`config.mk`:
```
export PLATFORM = sky130hd
export DESIGN_NAME = alu_issue_stage_flat
export DESIGN_NICKNAME = d
export VERILOG_FILES = /design/src/rtl/alu_issue_stage_if.sv /design/src/rtl/alu_issue_stage.sv /design/src/flat_wrapper.sv
export SDC_FILE = /design/constraint.sdc
export NUM_CORES = 1
export LEC_CHECK = 0
export ABC_CLOCK_PERIOD_IN_PS = 4500
export CORE_MARGIN = 10
export CORE_UTILIZATION = 25
export CTS_CLUSTER_DIAMETER = 30
export CTS_CLUSTER_SIZE = 40
export DETAILED_ROUTE_END_ITERATION = 8
export GPL_TIMING_DRIVEN = 0
export MAX_ROUTING_LAYER = met4
export PLACE_DENSITY = 0.41
export SYNTH_ARGS = -nofsm -noshare
export SYNTH_HDL_FRONTEND = slang
export SYNTH_SLANG_ARGS = --single-unit
```
`constraint.sdc`:
```
create_clock -name clk -period 4.5 [get_ports clk]
set_clock_uncertainty 0.15 [all_clocks]
set_input_delay 1.35 -clock clk [delete_from_list [all_inputs] [get_ports clk]]
set_output_delay 1.35 -clock clk [all_outputs]
set_load 0.005 [all_outputs]
```
`src/rtl/alu_issue_stage_if.sv`:
```
//------------------------------------------------------------------------------
// alu_issue_stage_if : decode-side, forwarding and execute-side signals of the
// ALU issue stage.  Revision 1.0
//------------------------------------------------------------------------------
`default_nettype none

interface alu_issue_stage_if #(
   parameter int DW = 16,
   parameter int RW = 3
);
   logic          flush;
   logic          in_valid;
   logic          in_ready;
   logic [2:0]    in_ctrl;
   logic [RW-1:0] in_rd;
   logic [RW-1:0] in_rs1;
   logic [RW-1:0] in_rs2;
   logic [DW-1:0] in_rs1_data;
   logic [DW-1:0] in_rs2_data;
   logic [DW-1:0] in_imm;
   logic          in_use_imm;
   logic          ex_fwd_en;
   logic [RW-1:0] ex_fwd_rd;
   logic [DW-1:0] ex_fwd_data;
   logic          wb_fwd_en;
   logic [RW-1:0] wb_fwd_rd;
   logic [DW-1:0] wb_fwd_data;
   logic          out_valid;
   logic          out_ready;
   logic [DW-1:0] alu_a;
   logic [DW-1:0] alu_b;
   logic [2:0]    alu_ctrl;
   logic [RW-1:0] out_rd;
   logic          illegal_op;

   modport master (
      output flush, in_valid, in_ctrl, in_rd, in_rs1, in_rs2, in_rs1_data,
             in_rs2_data, in_imm, in_use_imm, ex_fwd_en, ex_fwd_rd, ex_fwd_data,
             wb_fwd_en, wb_fwd_rd, wb_fwd_data, out_ready,
      input  in_ready, out_valid, alu_a, alu_b, alu_ctrl, out_rd, illegal_op
   );

   modport slave (
      input  flush, in_valid, in_ctrl, in_rd, in_rs1, in_rs2, in_rs1_data,
             in_rs2_data, in_imm, in_use_imm, ex_fwd_en, ex_fwd_rd, ex_fwd_data,
             wb_fwd_en, wb_fwd_rd, wb_fwd_data, out_ready,
      output in_ready, out_valid, alu_a, alu_b, alu_ctrl, out_rd, illegal_op
   );
endinterface

`default_nettype wire

```
`src/rtl/alu_issue_stage.sv`:
```
//------------------------------------------------------------------------------
// alu_issue_stage : ID/EX operand-forwarding issue register with a 2-entry
// skid buffer in front of the 16-bit ALU.  Revision 1.0
//------------------------------------------------------------------------------
`default_nettype none

module alu_issue_stage #(
   parameter int DW = 16,
   parameter int RW = 3
) (
   input  wire logic          clk,
   input  wire logic          rst_n,
   alu_issue_stage_if.slave   bus
);
   localparam logic [2:0] c_OP_MUL = 3'b001;
   localparam logic [2:0] c_OP_SHL = 3'b010;
   localparam logic [2:0] c_OP_XOR = 3'b011;
   localparam logic [2:0] c_OP_ADD = 3'b100;

   logic          r_main_valid, r_skid_valid, r_illegal;
   logic [DW-1:0] r_main_a, r_main_b, r_skid_a, r_skid_b;
   logic [2:0]    r_main_ctrl, r_skid_ctrl;
   logic [RW-1:0] r_main_rd, r_main_rs1, r_main_rs2;
   logic [RW-1:0] r_skid_rd, r_skid_rs1, r_skid_rs2;

   logic          w_ex_en, w_wb_en;
   logic [RW-1:0] w_ex_rd, w_wb_rd;
   logic [DW-1:0] w_ex_data, w_wb_data;

   assign w_ex_en   = bus.ex_fwd_en;
   assign w_ex_rd   = bus.ex_fwd_rd;
   assign w_ex_data = bus.ex_fwd_data;
   assign w_wb_en   = bus.wb_fwd_en;
   assign w_wb_rd   = bus.wb_fwd_rd;
   assign w_wb_data = bus.wb_fwd_data;

   // EX beats WB; register 0 never matches a forward.
   function automatic logic [DW-1:0] fwd_sel(input logic [RW-1:0] rs,
                                             input logic [DW-1:0] base);
      fwd_sel = base;
      if (rs != '0) begin
         if (w_ex_en && (w_ex_rd == rs))
            fwd_sel = w_ex_data;
         else if (w_wb_en && (w_wb_rd == rs))
            fwd_sel = w_wb_data;
      end
   endfunction

   logic          w_accept, w_leave, w_bad_op;
   logic [DW-1:0] w_cap_a, w_cap_b;
   logic [RW-1:0] w_cap_rs2;
   logic [DW-1:0] w_main_a_snp, w_main_b_snp, w_skid_a_snp, w_skid_b_snp;

   assign w_accept = bus.in_valid & ~r_skid_valid;
   assign w_leave  = r_main_valid & bus.out_ready;
   assign w_bad_op = !(bus.in_ctrl inside {c_OP_MUL, c_OP_SHL, c_OP_XOR, c_OP_ADD});

   assign w_cap_a   = (bus.in_rs1 == '0) ? '0 : fwd_sel(bus.in_rs1, bus.in_rs1_data);
   assign w_cap_b   = bus.in_use_imm ? bus.in_imm :
                      (bus.in_rs2 == '0) ? '0 : fwd_sel(bus.in_rs2, bus.in_rs2_data);
   // An immediate B is tagged with source r0 so snooping can never overwrite it.
   assign w_cap_rs2 = bus.in_use_imm ? '0 : bus.in_rs2;

   assign w_main_a_snp = fwd_sel(r_main_rs1, r_main_a);
   assign w_main_b_snp = fwd_sel(r_main_rs2, r_main_b);
   assign w_skid_a_snp = fwd_sel(r_skid_rs1, r_skid_a);
   assign w_skid_b_snp = fwd_sel(r_skid_rs2, r_skid_b);

   always_ff @(posedge clk) begin
      if (!rst_n) begin
         r_main_valid <= 1'b0;
         r_skid_valid <= 1'b0;
         r_illegal    <= 1'b0;
         r_main_a     <= '0;
         r_main_b     <= '0;
         r_main_ctrl  <= '0;
         r_main_rd    <= '0;
         r_main_rs1   <= '0;
         r_main_rs2   <= '0;
         r_skid_a     <= '0;
         r_skid_b     <= '0;
         r_skid_ctrl  <= '0;
         r_skid_rd    <= '0;
         r_skid_rs1   <= '0;
         r_skid_rs2   <= '0;
      end else if (bus.flush) begin
         r_main_valid <= 1'b0;
         r_skid_valid <= 1'b0;
      end else begin
         if (!r_main_valid || w_leave) begin
            if (r_skid_valid) begin
               r_main_valid <= 1'b1;
               r_skid_valid <= 1'b0;
               r_main_a     <= w_skid_a_snp;
               r_main_b     <= w_skid_b_snp;
               r_main_ctrl  <= r_skid_ctrl;
               r_main_rd    <= r_skid_rd;
               r_main_rs1   <= r_skid_rs1;
               r_main_rs2   <= r_skid_rs2;
            end else if (w_accept) begin
               r_main_valid <= 1'b1;
               r_main_a     <= w_cap_a;
               r_main_b     <= w_cap_b;
               r_main_ctrl  <= bus.in_ctrl;
               r_main_rd    <= bus.in_rd;
               r_main_rs1   <= bus.in_rs1;
               r_main_rs2   <= w_cap_rs2;
            end else begin
               r_main_valid <= 1'b0;
            end
         end else begin
            r_main_a <= w_main_a_snp;
            r_main_b <= w_main_b_snp;
            if (w_accept) begin
               r_skid_valid <= 1'b1;
               r_skid_a     <= w_cap_a;
               r_skid_b     <= w_cap_b;
               r_skid_ctrl  <= bus.in_ctrl;
               r_skid_rd    <= bus.in_rd;
               r_skid_rs1   <= bus.in_rs1;
               r_skid_rs2   <= w_cap_rs2;
            end else begin
               r_skid_a <= w_skid_a_snp;
               r_skid_b <= w_skid_b_snp;
            end
         end
         if (w_accept && w_bad_op)
            r_illegal <= 1'b1;
      end
   end

   assign bus.in_ready   = ~r_skid_valid;
   assign bus.out_valid  = r_main_valid;
   assign bus.alu_a      = r_main_a;
   assign bus.alu_b      = r_main_b;
   assign bus.alu_ctrl   = r_main_ctrl;
   assign bus.out_rd     = r_main_rd;
   assign bus.illegal_op = r_illegal;

endmodule

`default_nettype wire

```
`src/flat_wrapper.sv`:
```
// flat-port wrapper written by rule: the top's interface ports become plain ports
module alu_issue_stage_flat 
#(
   parameter int DW = 16,
   parameter int RW = 3
)
  (clk, rst_n, bus_flush, bus_in_valid, bus_in_ctrl, bus_in_rd, bus_in_rs1, bus_in_rs2, bus_in_rs1_data, bus_in_rs2_data, bus_in_imm, bus_in_use_imm, bus_ex_fwd_en, bus_ex_fwd_rd, bus_ex_fwd_data, bus_wb_fwd_en, bus_wb_fwd_rd, bus_wb_fwd_data, bus_out_ready, bus_in_ready, bus_out_valid, bus_alu_a, bus_alu_b, bus_alu_ctrl, bus_out_rd, bus_illegal_op);
  alu_issue_stage_if #(.DW(DW), .RW(RW)) bus_i ();
  input  wire logic clk;
  input  wire logic rst_n;
  input wire logic [$bits(bus_i.flush)-1:0] bus_flush;
  input wire logic [$bits(bus_i.in_valid)-1:0] bus_in_valid;
  input wire logic [$bits(bus_i.in_ctrl)-1:0] bus_in_ctrl;
  input wire logic [$bits(bus_i.in_rd)-1:0] bus_in_rd;
  input wire logic [$bits(bus_i.in_rs1)-1:0] bus_in_rs1;
  input wire logic [$bits(bus_i.in_rs2)-1:0] bus_in_rs2;
  input wire logic [$bits(bus_i.in_rs1_data)-1:0] bus_in_rs1_data;
  input wire logic [$bits(bus_i.in_rs2_data)-1:0] bus_in_rs2_data;
  input wire logic [$bits(bus_i.in_imm)-1:0] bus_in_imm;
  input wire logic [$bits(bus_i.in_use_imm)-1:0] bus_in_use_imm;
  input wire logic [$bits(bus_i.ex_fwd_en)-1:0] bus_ex_fwd_en;
  input wire logic [$bits(bus_i.ex_fwd_rd)-1:0] bus_ex_fwd_rd;
  input wire logic [$bits(bus_i.ex_fwd_data)-1:0] bus_ex_fwd_data;
  input wire logic [$bits(bus_i.wb_fwd_en)-1:0] bus_wb_fwd_en;
  input wire logic [$bits(bus_i.wb_fwd_rd)-1:0] bus_wb_fwd_rd;
  input wire logic [$bits(bus_i.wb_fwd_data)-1:0] bus_wb_fwd_data;
  input wire logic [$bits(bus_i.out_ready)-1:0] bus_out_ready;
  output wire logic [$bits(bus_i.in_ready)-1:0] bus_in_ready;
  output wire logic [$bits(bus_i.out_valid)-1:0] bus_out_valid;
  output wire logic [$bits(bus_i.alu_a)-1:0] bus_alu_a;
  output wire logic [$bits(bus_i.alu_b)-1:0] bus_alu_b;
  output wire logic [$bits(bus_i.alu_ctrl)-1:0] bus_alu_ctrl;
  output wire logic [$bits(bus_i.out_rd)-1:0] bus_out_rd;
  output wire logic [$bits(bus_i.illegal_op)-1:0] bus_illegal_op;
  assign bus_i.flush = bus_flush;
  assign bus_i.in_valid = bus_in_valid;
  assign bus_i.in_ctrl = bus_in_ctrl;
  assign bus_i.in_rd = bus_in_rd;
  assign bus_i.in_rs1 = bus_in_rs1;
  assign bus_i.in_rs2 = bus_in_rs2;
  assign bus_i.in_rs1_data = bus_in_rs1_data;
  assign bus_i.in_rs2_data = bus_in_rs2_data;
  assign bus_i.in_imm = bus_in_imm;
  assign bus_i.in_use_imm = bus_in_use_imm;
  assign bus_i.ex_fwd_en = bus_ex_fwd_en;
  assign bus_i.ex_fwd_rd = bus_ex_fwd_rd;
  assign bus_i.ex_fwd_data = bus_ex_fwd_data;
  assign bus_i.wb_fwd_en = bus_wb_fwd_en;
  assign bus_i.wb_fwd_rd = bus_wb_fwd_rd;
  assign bus_i.wb_fwd_data = bus_wb_fwd_data;
  assign bus_i.out_ready = bus_out_ready;
  assign bus_in_ready = bus_i.in_ready;
  assign bus_out_valid = bus_i.out_valid;
  assign bus_alu_a = bus_i.alu_a;
  assign bus_alu_b = bus_i.alu_b;
  assign bus_alu_ctrl = bus_i.alu_ctrl;
  assign bus_out_rd = bus_i.out_rd;
  assign bus_illegal_op = bus_i.illegal_op;
  alu_issue_stage #(.DW(DW), .RW(RW)) u_core (.clk(clk), .rst_n(rst_n), .bus(bus_i));
endmodule
```
Word-level counts from Yosys, hierarchy flattened
Index checks and enable logic that the tools add are counted.

Equality and inequality tests: 17. Muxes and demuxes: 40. Bitwise operators: 6. Reduce and logical (&&, ||, !) cells: 38.

Operator list (count): $mux W16 (29); $eq A3 B3 Y1 (12); $mux W3 (9); $reduce_bool A3 Y1 (8); $logic_and A1 B1 Y1 (13); $reduce_and A4 Y1 (2); $eq A3 B2 Y1 const B (2); $logic_not A3 Y1 (2); $reduce_and A3 Y1 (2); $reduce_bool A2 Y1 (3); $not A1 Y1 (4); $reduce_and A2 Y1 (2); $reduce_bool A4 Y1 (1); $eq A3 B1 Y1 const B (1); $eq A3 B3 Y1 const B (1); $ne A3 B1 Y1 const B (1); $reduce_or A3 Y1 (1); $and A1 B1 Y1 (2); $logic_not A1 Y1 (2); $mux W1 (2); $reduce_or A2 Y1 (1); $logic_or A1 B1 Y1 (1).

Flip-flop bits (word level): 91. Input bits: 106. Logic and storage cells: 116.

Logic depth before layout (Yosys ltp)
Gate-level depths: netlist (run 1).

Depth after elaboration: 10. Depth in mapped cells: 9. Mapped depth without buffers: 6.

Worst setup path before layout (run 1)
No wires, ideal clock.

Path type: input to register. Start: input bus_wb_fwd_rd[0]. End: register u_core.r_main_b[5] (netlist: u_core.bus.alu_b[5]). Setup time: 0.122 ns. Arrival time: 3.188 ns. Required time: 4.228 ns. Slack: 1.040 ns. Stages: 9. Path buffers: 3. Cells stage by stage: buf_6 xor2_2 or4b_4 buf_6 buf_8 a221oi_2 or3_2 nand2_1 a221o_1.

Cells in the longest elaborated chain, start to end: 10. Elaborated cells on any way between the ends: 19. Those cells by class: eq/ne (3); mux (11); reduce/logical (5).

RTL lines: start: declaration (line flat_wrapper.sv:25) `input wire logic [$bits(bus_i.wb_fwd_rd)-1:0] bus_wb_fwd_rd;`; $eq A3 B3 Y1 (line alu_issue_stage.sv:44) `else if (w_wb_en && (w_wb_rd == rs))`; $logic_and A1 B1 Y1 (line alu_issue_stage.sv:44); $mux W16 (line alu_issue_stage.sv:44); $mux W16 (line alu_issue_stage.sv:42) `if (w_ex_en && (w_ex_rd == rs))`; $mux W16 (line alu_issue_stage.sv:41) `if (rs != '0) begin`; $mux W16 (line alu_issue_stage.sv:60) `(bus.in_rs2 == '0) ? '0 : fwd_sel(bus.in_rs2, bus.in_rs2_data);`; $mux W16 (line alu_issue_stage.sv:59) `assign w_cap_b = bus.in_use_imm ? bus.in_imm :`; $mux W16 (line alu_issue_stage.sv:100) `end else if (w_accept) begin`; $mux W16 (line alu_issue_stage.sv:91) `if (r_skid_valid) begin`; $mux W16 (line alu_issue_stage.sv:90) `if (!r_main_valid || w_leave) begin`; end signal: assignment (line alu_issue_stage.sv:95) `r_main_b <= w_skid_b_snp;`; end signal: assignment (line alu_issue_stage.sv:103) `r_main_b <= w_cap_b;`; end signal: assignment (line alu_issue_stage.sv:113) `r_main_b <= w_main_b_snp;`; end: declaration (line alu_issue_stage.sv:21) `logic [DW-1:0] r_main_a, r_main_b, r_skid_a, r_skid_b;`.

Several ways; a longest one is shown, not always the timed one. The select of a mux whose other input is x is not followed. A chain may end at the register's enable or synchronous reset.

Worst setup path after layout (run 1)
Start: input bus_out_ready. End: register u_core.r_main_b[8] (netlist: u_core.bus.alu_b[8]).

Cells in the longest elaborated chain, start to end: 4. Elaborated cells on any way between the ends: 7. Those cells by class: eq/ne (1); mux (1); bitwise (1); reduce/logical (4).

RTL lines: start: declaration (line flat_wrapper.sv:27) `input wire logic [$bits(bus_i.out_ready)-1:0] bus_out_ready;`; $and A1 B1 Y1 (*) (line alu_issue_stage.sv:55) `assign w_leave = r_main_valid & bus.out_ready;`; $logic_or A1 B1 Y1 (*) (line alu_issue_stage.sv:90); $ne A3 B1 Y1 (no source line), or another cell as far along; $reduce_and A4 Y1 (no source line).

Mark *: on every way between the ends. The rest lies on a longest branch, timed or not.

==> impl_metrics.ini, run 1 <==
[worst_setup_path]
rr_endpoint = u_core.bus.alu_b[8]
startpoint = bus_out_ready
crit_type = in -> reg
crit_fanout = 10
r2r_slack_ns = 1.36
cp-endpoint = u_core.bus.alu_b[8]
crit_required_ns = 4.66
cp-end-kind = flop
cp.arrival_ns = 4.33
rr_startpoint = u_core.bus.out_valid
reg2reg_depth = 8
cp-start-kind = input port

[logic_synthesis]
synth_edf_count = 0
synth.most_common_cell = nand2_1
synthTopCellsByArea = dfxtp_1 27%, nand2_1 8.5%, mux2i_1 7.4%
synth_ff_type = dfxtp_1
synth_cell_types = 64
postSynthAreaPerCell_um2 = 7.684
yosysWarnings = 0
syn_nets = 982
ys_top_cells_by_count = 152 x nand2_1, 91 x dfxtp_1, 89 x nor2_1, 53 x clkbuf_1, 50 x mux2i_1
syn_area_mm2 = 0.006731
synth_top_area_share_pct = 27.06
ys_seq_area_share_pct = 27.06
yosys.area.top_type = dfxtp_1
synth_cells = 876
ys_ff_latch = 91
synthArstFlopShare_pct = 0

[finish]
multi_input_area_mm2 = 0.004496
n_fill_cell = 2896
seqCellArea_mm2 = 0.001822
finalNonFillerCells = 1370
fin_nets = 1130
design_area_mm2 = 0.008832
areaGrowthSynthToFinish_pct = 31.21
insertedDiodeCount = 0
drive_gt1_share_pct = 6.900

[placed_design]
post-place-cells = 1354
dp_slack_ns = -0.1653
dp_hpwl_um = 26020
dpl_cell_area_mm2 = 0.008534
port_buffers = 137
place.gp.congestion = 0.9162

[flow_run]
cap_viol_max_count = 0

[clock_network]
clk_pin_slew_ns = 0.08
clk_latency_ns = 0.37
clock-root-buffer = clkbuf_16
postCtsSetupBuffers = 0
htree_levels = 3
postCtsResizedCells = 0
ctsHoldBuffers = 0
cts_tree = built
cts_buffers = 9
cts_max_path_buffers = 2
cts_sinks = 91

[min_path]
hold_path.class = reg -> reg
min_path_cells = 2

[sta]
setup_viol = 0
worst_slack_ns = 0.3246
min_period_ns = 4.175
max_freq_mhz = 239.5
slew_headroom_pct = 31.33
slew_violations = 0
hold_viol = 0
grt_setup_unrepaired = false
tns_ns = 0
finalCritPeriodShare_pct = 92.79
worstMarginPinSlew_ns = 1.025

[grt]
overflow = 0
grt_max_degree = 19
grt_pass1_vias = 7133
grt.total_usage_pct = 18.95
grt_antenna_before_repair = 0
grt_pass1_wl_um = 47180

[detailed_routing]
num_vias = 7320
drt-pass1-iter-count = 6
vias_per_cell = 5.343
drc = 0
wl_um = 32350
wl_per_cell_um = 23.62
drtAntennaViolNets = 0
drtIter0Drc = 779

[power]
p_switching_uw = 746.4
ir_worst_vdd_uv = 130.5
power.total_mw = 2.249
p_clk_share_pct = 35.1
p_leak_nw = 3.165
intPower_mw = 1.502
seqPwrFrac_pct = 38.4
powerDensity_mw_per_mm2 = 254.6
power_frac_comb_pct = 26.5
switching_share_pct = 33.19

[floorplanning]
io_pins = 147
initial_core_util_pct = 25.19
core_mm2 = 0.02673
die_x_um = 184.1
fp.dieH_um = 184.1
die-area_mm2 = 0.03389
num_rows = 60

[outcome]
run_status = finished, final reports clean
through the flow:
stage,util (%),hold slack (ns)
final,33.05,0.3083
after global routing,33.05,0.3332
after CTS,33.03,0.3127
after detailed placement,31.93,0.3007
after global placement,31.91,0.2945
after floorplan,-,0.2824
sequential cells by signal, summed over array words and instances, names as in the netlist:
register               count
u_core.r_skid_a           16
u_core.bus.out_valid       1
u_core.bus.alu_ctrl        3
u_core.bus.out_rd          3
u_core.bus.alu_b          16
u_core.r_skid_rs2          3
u_core.r_skid_ctrl         3
u_core.r_main_rs2          3
u_core.r_skid_rd           3
u_core.bus.illegal_op      1
u_core.r_skid_rs1          3
u_core.bus.alu_a          16
u_core.r_skid_valid        1
u_core.r_main_rs1          3
u_core.r_skid_b           16
per-layer routing:
metal | GRT usage, % | vias up | routed length [um]
li1 | - | 3562 | -
met5 | - | - | 0
met2 | 29.50 | 247 | 14890
met4 | 3.933 | 0 | 423
met3 | 3.465 | 27 | 1888
met1 | 25.12 | 3484 | 15150
layout make-up:
cell class                      count  share of cell area (%)
Inverter                            3                  0.1275
Clock buffer                        9                   2.550
Clock inverter                      7                  0.7650
Timing Repair Buffer              137                   15.53
Multi-Input combinational cell    705                   50.90
Buffer                             77                   4.675
Sequential cell                    91                   20.63
Tap cell                          341                   4.831
worst max-delay path, cell delays in order:
cell and delay, ns:
clkdlybuf4s50_1 0.42, nor2b_1 0.12, clkbuf_1 0.55, nor3_1 0.09
nor2_1 0.33, nand2_1 0.20, nor2_1 0.47, clkbuf_1 0.52
a221o_1 0.27
cell families (layout without fill, tap and decap cells):
kind of cell    count (synthesis)  count (layout)  share of synthesized area (%)
compound gates                251             251                          27.51
xor+xnor                       37              37                          5.037
buf+inv                        80             233                          6.301
flops                          91              91                          27.06
mux                            69              69                          10.61
simple gates                  348             348                          23.48
worst min path at each step:
stage	start	endpoint	slack (ns)
after CTS	u_core.r_skid_rd[2]	u_core.r_skid_rd[2]	0.31
after floorplan	u_core.r_skid_a[7]	u_core.r_skid_a[7]	0.28
after global placement	u_core.r_skid_rd[2]	u_core.r_skid_rd[2]	0.29
after global routing	u_core.r_skid_rd[0]	u_core.r_skid_rd[0]	0.33
final	u_core.r_skid_rd[2]	u_core.r_skid_rd[2]	0.31
after detailed placement	u_core.r_skid_rd[2]	u_core.r_skid_rd[2]	0.30
placed cells by master, fill, tap and decap left out, types with 3 or more instances in the layout:
cell               n
or3_1              8
and2_1            13
a41oi_1           16
a211oi_1          14
nor3_1            13
nor2_1            89
dfxtp_1           91
clkbuf_1          53
nand4_1            9
buf_2              9
nor3b_1            9
clkbuf_8           5
mux2_2            19
a311o_1            7
a21oi_1           47
clkbuf_16          9
a221o_1           21
mux2i_1           50
o21ai_1            4
a22oi_1           11
clkdlybuf4s50_1  137
xnor2_1           24
xor2_1            11
o2bb2ai_1          7
a221oi_1          31
nand2_1          152
a221oi_2           3
a311oi_1           5
nand2b_1           5
o311a_1           16
and4_1             3
nand3b_1           3
nand3_1           25
and2_0             4
a31oi_1           14
inv_8              3
o21ai_0           42
power groups by stage:
stage          clock network, mW  logic, mW  registers, mW
2_1_floorplan                  0      0.302          0.879
3_3_place_gp                   0      0.593          0.882
3_5_place_dp                   0      0.590          0.883
4_1_cts                    0.803      0.594          0.864
5_1_grt                    0.827      0.640          0.868
6_report                   0.789      0.596          0.864
Note: power is estimated with default switching activity, not from simulation.
==> run 2, diff against run 1 <==
--- a/config.mk
+++ b/config.mk
@@ -8,12 +8,14 @@
 export ABC_CLOCK_PERIOD_IN_PS = 4500
 export CORE_MARGIN = 10
 export CORE_UTILIZATION = 25
+export CTS_BUF_LIST = sky130_fd_sc_hd__clkbuf_4 sky130_fd_sc_hd__clkbuf_8
 export CTS_CLUSTER_DIAMETER = 30
 export CTS_CLUSTER_SIZE = 40
 export DETAILED_ROUTE_END_ITERATION = 8
+export DONT_BUFFER_PORTS = 1
 export GPL_TIMING_DRIVEN = 0
 export MAX_ROUTING_LAYER = met4
-export PLACE_DENSITY = 0.41
+export PLACE_DENSITY = 0.34
 export SYNTH_ARGS = -nofsm -noshare
 export SYNTH_HDL_FRONTEND = slang
 export SYNTH_SLANG_ARGS = --single-unit
==> run 2 against run 1 <==
Compared with the run above:
- flip-flop and latch count did not move
- final cell count fell by 9.7%
- routed wire length rose by 1.2%
- hold slack improved by 0.0061 ns
- register-to-register slack got worse by 0.30 ns
- non-clock buffer count fell by 137
- die area did not move
- total power fell by 16%
- first-iteration DRC count fell by 22%
- design area fell by 17%
- critical path type unchanged
==> impl_metrics.ini, run 2 (same netlist as run 1, synthesis figures left out) <==
[outcome]
run_status = finished, final reports clean

[floorplanning]
initial_core_util_pct = 25.19
die-area_mm2 = 0.03389
fp.dieH_um = 184.1
io_pins = 147
core_mm2 = 0.02673
die_x_um = 184.1
num_rows = 60

[power]
ir_worst_vdd_uv = 95.81
p_leak_nw = 2.591
powerDensity_mw_per_mm2 = 258.0

[worst_setup_path]
crit_required_ns = 4.70
critPathSlowestCell = nor3_1
cpPeakStageDelay_ns = 1.07
cp-end-kind = flop
path_delay_family = simple AND/OR/NAND/NOR gates
critical_path.most_common_cell = nor3_1
crit_path_cell_trace = nor2b_1, clkbuf_1, nor3_1, nor2_1, nand2_1, nor3_1, clkbuf_8, a221o_1
crit_type = in -> reg
path_buf_inv = 2
cp-start-kind = input port
crit_fanout = 10
cp.arrival_ns = 4.08

[finish]
mostFrequentLayoutCell = nand2_1
fin_nets = 993
seqCellArea_mm2 = 0.001822
drive_gt1_share_pct = 7.848
fin_util_pct = 27.55
layout_common_cells = 152 x nand2_1, 91 x dfxtp_1, 89 x nor2_1
n_fill_cell = 3004
areaGrowthSynthToFinish_pct = 9.387
multi_input_area_mm2 = 0.004491

[min_path]
hold_path.class = reg -> reg

[clock_network]
clock-root-buffer = clkbuf_8
cts_max_path_buffers = 2
cts_sinks = 91
htree_levels = 3
clk_pin_slew_ns = 0.13
clk_latency_ns = 0.41
cts_tree = built
postCtsResizedCells = 0
ctsHoldBuffers = 0
cts_buffers = 9
postCtsSetupBuffers = 0

[detailed_routing]
drtAntennaViolNets = 0
drc = 0
num_vias = 6770
drt-pass1-iter-count = 5
wl_per_cell_um = 26.47
wl_um = 32750
drtIter0Drc = 609
vias_per_cell = 5.473

[grt]
grt_use_met1_pct = 24.92
grt.total_usage_pct = 19.39
grt_pass1_vias = 6923
grt_use_met2_pct = 29.98
grt_pass1_wl_um = 47840
overflow = 0
grt_antenna_before_repair = 5
grt_max_degree = 19
grt_use_met3_pct = 4.509
grt-busiest-layer = met2

[sta]
worstMarginPinSlew_ns = 1.347
slew_violations = 0
setup_viol = 0
tns_ns = 0
finalCritPeriodShare_pct = 86.21
min_period_ns = 3.879
max_freq_mhz = 257.8
slew_headroom_pct = 9.494
grt_setup_unrepaired = false
hold_viol = 0

[placed_design]
port_buffers = 0
place.gp.congestion = 0.8785
dp_hpwl_um = 26380

[flow_run]
cap_viol_max_count = 0
-- run 2: cell count changes in the layout (fill, tap and decap cells not counted), moves of 2 or more --
cell and delta:
clkbuf_16 -9, clkbuf_8 +9, clkdlybuf4s50_1 -137, clkinv_4 -2
diode_2 +4
-- run 2: through the flow --
step	setup slack, ns	hold WS (ns)	area, um2	instances	total power [mW]
global placement	0.1689	0.2966	7158	1217	1.315
floorplan	1.040	0.2824	6731	876	1.181
global route	0.4558	0.3269	7363	1237	1.990
CTS	0.6534	0.3159	7353	1233	1.922
finish	0.6205	0.3144	7363	1237	1.900
detailed placement	0.2212	0.2979	7163	1217	1.311
-- run 2: power breakdown --
part           leakage [nW]  switching (mW)  internal [mW]
clock network        0.0922           0.392          0.217
registers             0.741          0.0306          0.840
logic                  1.76           0.260          0.160
-- run 2: worst reg2reg max path, cell delays in order (launching register included) --
cell	delay [ns]
dfxtp_1	0.44
nor2b_1	0.15
clkbuf_1	0.43
nor3_1	0.09
nor2_1	0.36
nand2_1	0.17
nor3_1	1.07
clkbuf_8	0.38
a221o_1	0.15
-- run 2: area by class of cell --
class                   instances  share of cell area, %
well taps                     341                  5.794
clock inverters                 7                 0.9006
diodes                          4                 0.1359
multi-input cells             705                  60.99
plain buffers                  77                  5.607
flip-flops and latches         91                  24.74
inverters                       3                 0.1529
clock buffers                   9                  1.682
-- run 2: per-layer routing --
metal  vias to the layer above  wire length (um)
met2                       193             14890
met3                        33              2311
met1                      3262             14980
li1                       3282                 -
met5                         -                 0
met4                         0               564
-- run 2: path summary, 6_finish.rpt --
check / start / end / slack (ns) / depth (start not counted)
max: bus_out_ready / u_core.bus.alu_b[15] / 0.62 / 8
max reg2reg: u_core.bus.out_valid / u_core.bus.alu_b[15] / 1.06 / 8
min: u_core.r_skid_rd[2] / u_core.r_skid_rd[2] / 0.31 / 2
min reg2reg: u_core.r_skid_rd[2] / u_core.r_skid_rd[2] / 0.31 / 2
==> run 3, diff against run 2 <==
--- a/config.mk
+++ b/config.mk
@@ -7,7 +7,7 @@
 export LEC_CHECK = 0
 export ABC_CLOCK_PERIOD_IN_PS = 4500
 export CORE_MARGIN = 10
-export CORE_UTILIZATION = 25
+export CORE_UTILIZATION = 60
 export CTS_BUF_LIST = sky130_fd_sc_hd__clkbuf_4 sky130_fd_sc_hd__clkbuf_8
 export CTS_CLUSTER_DIAMETER = 30
 export CTS_CLUSTER_SIZE = 40
@@ -15,7 +15,7 @@
 export DONT_BUFFER_PORTS = 1
 export GPL_TIMING_DRIVEN = 0
 export MAX_ROUTING_LAYER = met4
-export PLACE_DENSITY = 0.34
+export PLACE_DENSITY = 0.72
 export SYNTH_ARGS = -nofsm -noshare
 export SYNTH_HDL_FRONTEND = slang
 export SYNTH_SLANG_ARGS = --single-unit
==> run 3 against run 2 <==
Compared with the run above:
- flip-flop and latch count unchanged
- design area down 3.5%
- sequential power about the same
- final cell count down 16%
- count of clock-buffer cells in the layout unchanged
- critical endpoint is now u_core.bus.alu_b[3]
==> impl_metrics.ini, run 3 (same netlist as run 1, synthesis figures left out) <==
[sta]
slew_violations = 0
worst_slack_ns = 0.7400
slew_headroom_pct = 27.15
grt_setup_unrepaired = false
tns_ns = 0
worstMarginPinSlew_ns = 1.084
min_period_ns = 3.760
hold_viol = 0
max_freq_mhz = 266.0
setup_viol = 0
finalCritPeriodShare_pct = 83.56

[grt]
grt_max_degree = 19
grt_pass1_vias = 7149
grt_antenna_before_repair = 0
grt_pass1_wl_um = 41110
overflow = 0
grt.total_usage_pct = 32.83

[clock_network]
cts_tree = built
postCtsSetupBuffers = 0
htree_levels = 3
cts_sinks = 91
postCtsResizedCells = 0
clk_pin_slew_ns = 0.10
ctsHoldBuffers = 0
cts_max_path_buffers = 2
cts_buffers = 9
clk_latency_ns = 0.40
clock-root-buffer = clkbuf_8

[floorplanning]
die_x_um = 125.9
core_mm2 = 0.01094
num_rows = 38
io_pins = 147
initial_core_util_pct = 61.56
die-area_mm2 = 0.01586
fp.dieH_um = 125.9

[detailed_routing]
wl_met1_um = 10590
num_vias = 7514
drc = 0
top_layer_used = met4
drtIter0Drc = 1254
met3_length_um = 3599
drt-pass1-iter-count = 5
route.met2.wl_um = 11650
drtAntennaViolNets = 0
wl_um = 26920
wl_per_cell_um = 26.06
vias_per_cell = 7.274

[worst_setup_path]
crit_path_cell_trace = nor2b_1, clkbuf_1, nor3_1, nor2_1, nand2_1, nor3_1, clkbuf_8, a221o_1
crit_type = in -> reg
startpoint = bus_out_ready
cpPeakStageDelay_ns = 0.87
crit_fanout = 10
cp-start-kind = input port
crit_required_ns = 4.69
critPathSlowestCell = nor3_1
path_delay_family = simple AND/OR/NAND/NOR gates
critical_path.most_common_cell = nor3_1
cp-end-kind = flop
rr_startpoint = u_core.bus.out_valid
cp.arrival_ns = 3.95
path_buf_inv = 2

[placed_design]
place.gp.congestion = 1.033
dp_hpwl_um = 20820
port_buffers = 0
dp_slack_ns = 0.4956

[flow_run]
cap_viol_max_count = 0

[power]
ir_worst_vdd_uv = 273.9
p_leak_nw = 2.601
powerDensity_mw_per_mm2 = 260.2

[finish]
areaGrowthSynthToFinish_pct = 5.539
layout_common_cells = 152 x nand2_1, 91 x dfxtp_1, 89 x nor2_1
drive_gt1_share_pct = 7.839
insertedDiodeCount = 0
mostFrequentLayoutCell = nand2_1
fin_nets = 994

[min_path]
hold_path.class = reg -> reg
min-delay-start = u_core.r_skid_rd[0]

[outcome]
run_status = finished, final reports clean
==> run 3: stage by stage <==
step	power [mW]	cell area (um2)	cells	hold slack (ns)	utilization, %
floorplan	1.181	6731	876	0.2824	-
finish	1.848	7104	1033	0.3112	64.97
global route	1.911	7104	1033	0.3368	64.97
global placement	1.273	6907	1016	0.2916	63.16
CTS	1.830	7097	1032	0.3117	64.90
detailed placement	1.286	6907	1016	0.2980	63.16
==> run 3: path summary, 6_finish.rpt <==
kind / slack, ns / to / depth (start not counted)
worst min register to register: 0.31 / u_core.r_skid_rd[0] / 2
worst min-delay path: 0.31 / u_core.r_skid_rd[0] / 2
worst max-delay path: 0.74 / u_core.bus.alu_b[3] / 8
worst max register to register: 1.25 / u_core.bus.alu_b[3] / 8
==> run 3: cell type report <==
cell class                 instances  area [um2]
fill                            1012        3831
multi-input combinational        705        4486
inverter                           3       11.26
timing repair buffer               1       7.507
tap                              140       175.2
sequential                        91        1822
clock buffer                       9       123.9
buffer                            77       412.9
clock inverter                     7       66.31
==> run 3: tightest hold or removal path, stage by stage, from the launching register on <==
cell	delay, ns
dfxtp_1	0.32
nand2_1	0.05
a21oi_1	0.05
==> run 3: per-layer routing <==
| layer | vias to the layer above | track usage (%) |
|---|---|---|
| met3 | 108 | 9.648 |
| met5 | - | - |
| met4 | 0 | 14.47 |
| met2 | 613 | 48.12 |
| met1 | 3511 | 40.96 |
| li1 | 3282 | - |
==> run 3: power breakdown <==
part           switching, mW  internal (mW)  leakage [nW]
Clock                  0.346          0.217        0.0991
Sequential            0.0295          0.840         0.741
Combinational          0.254          0.161          1.76
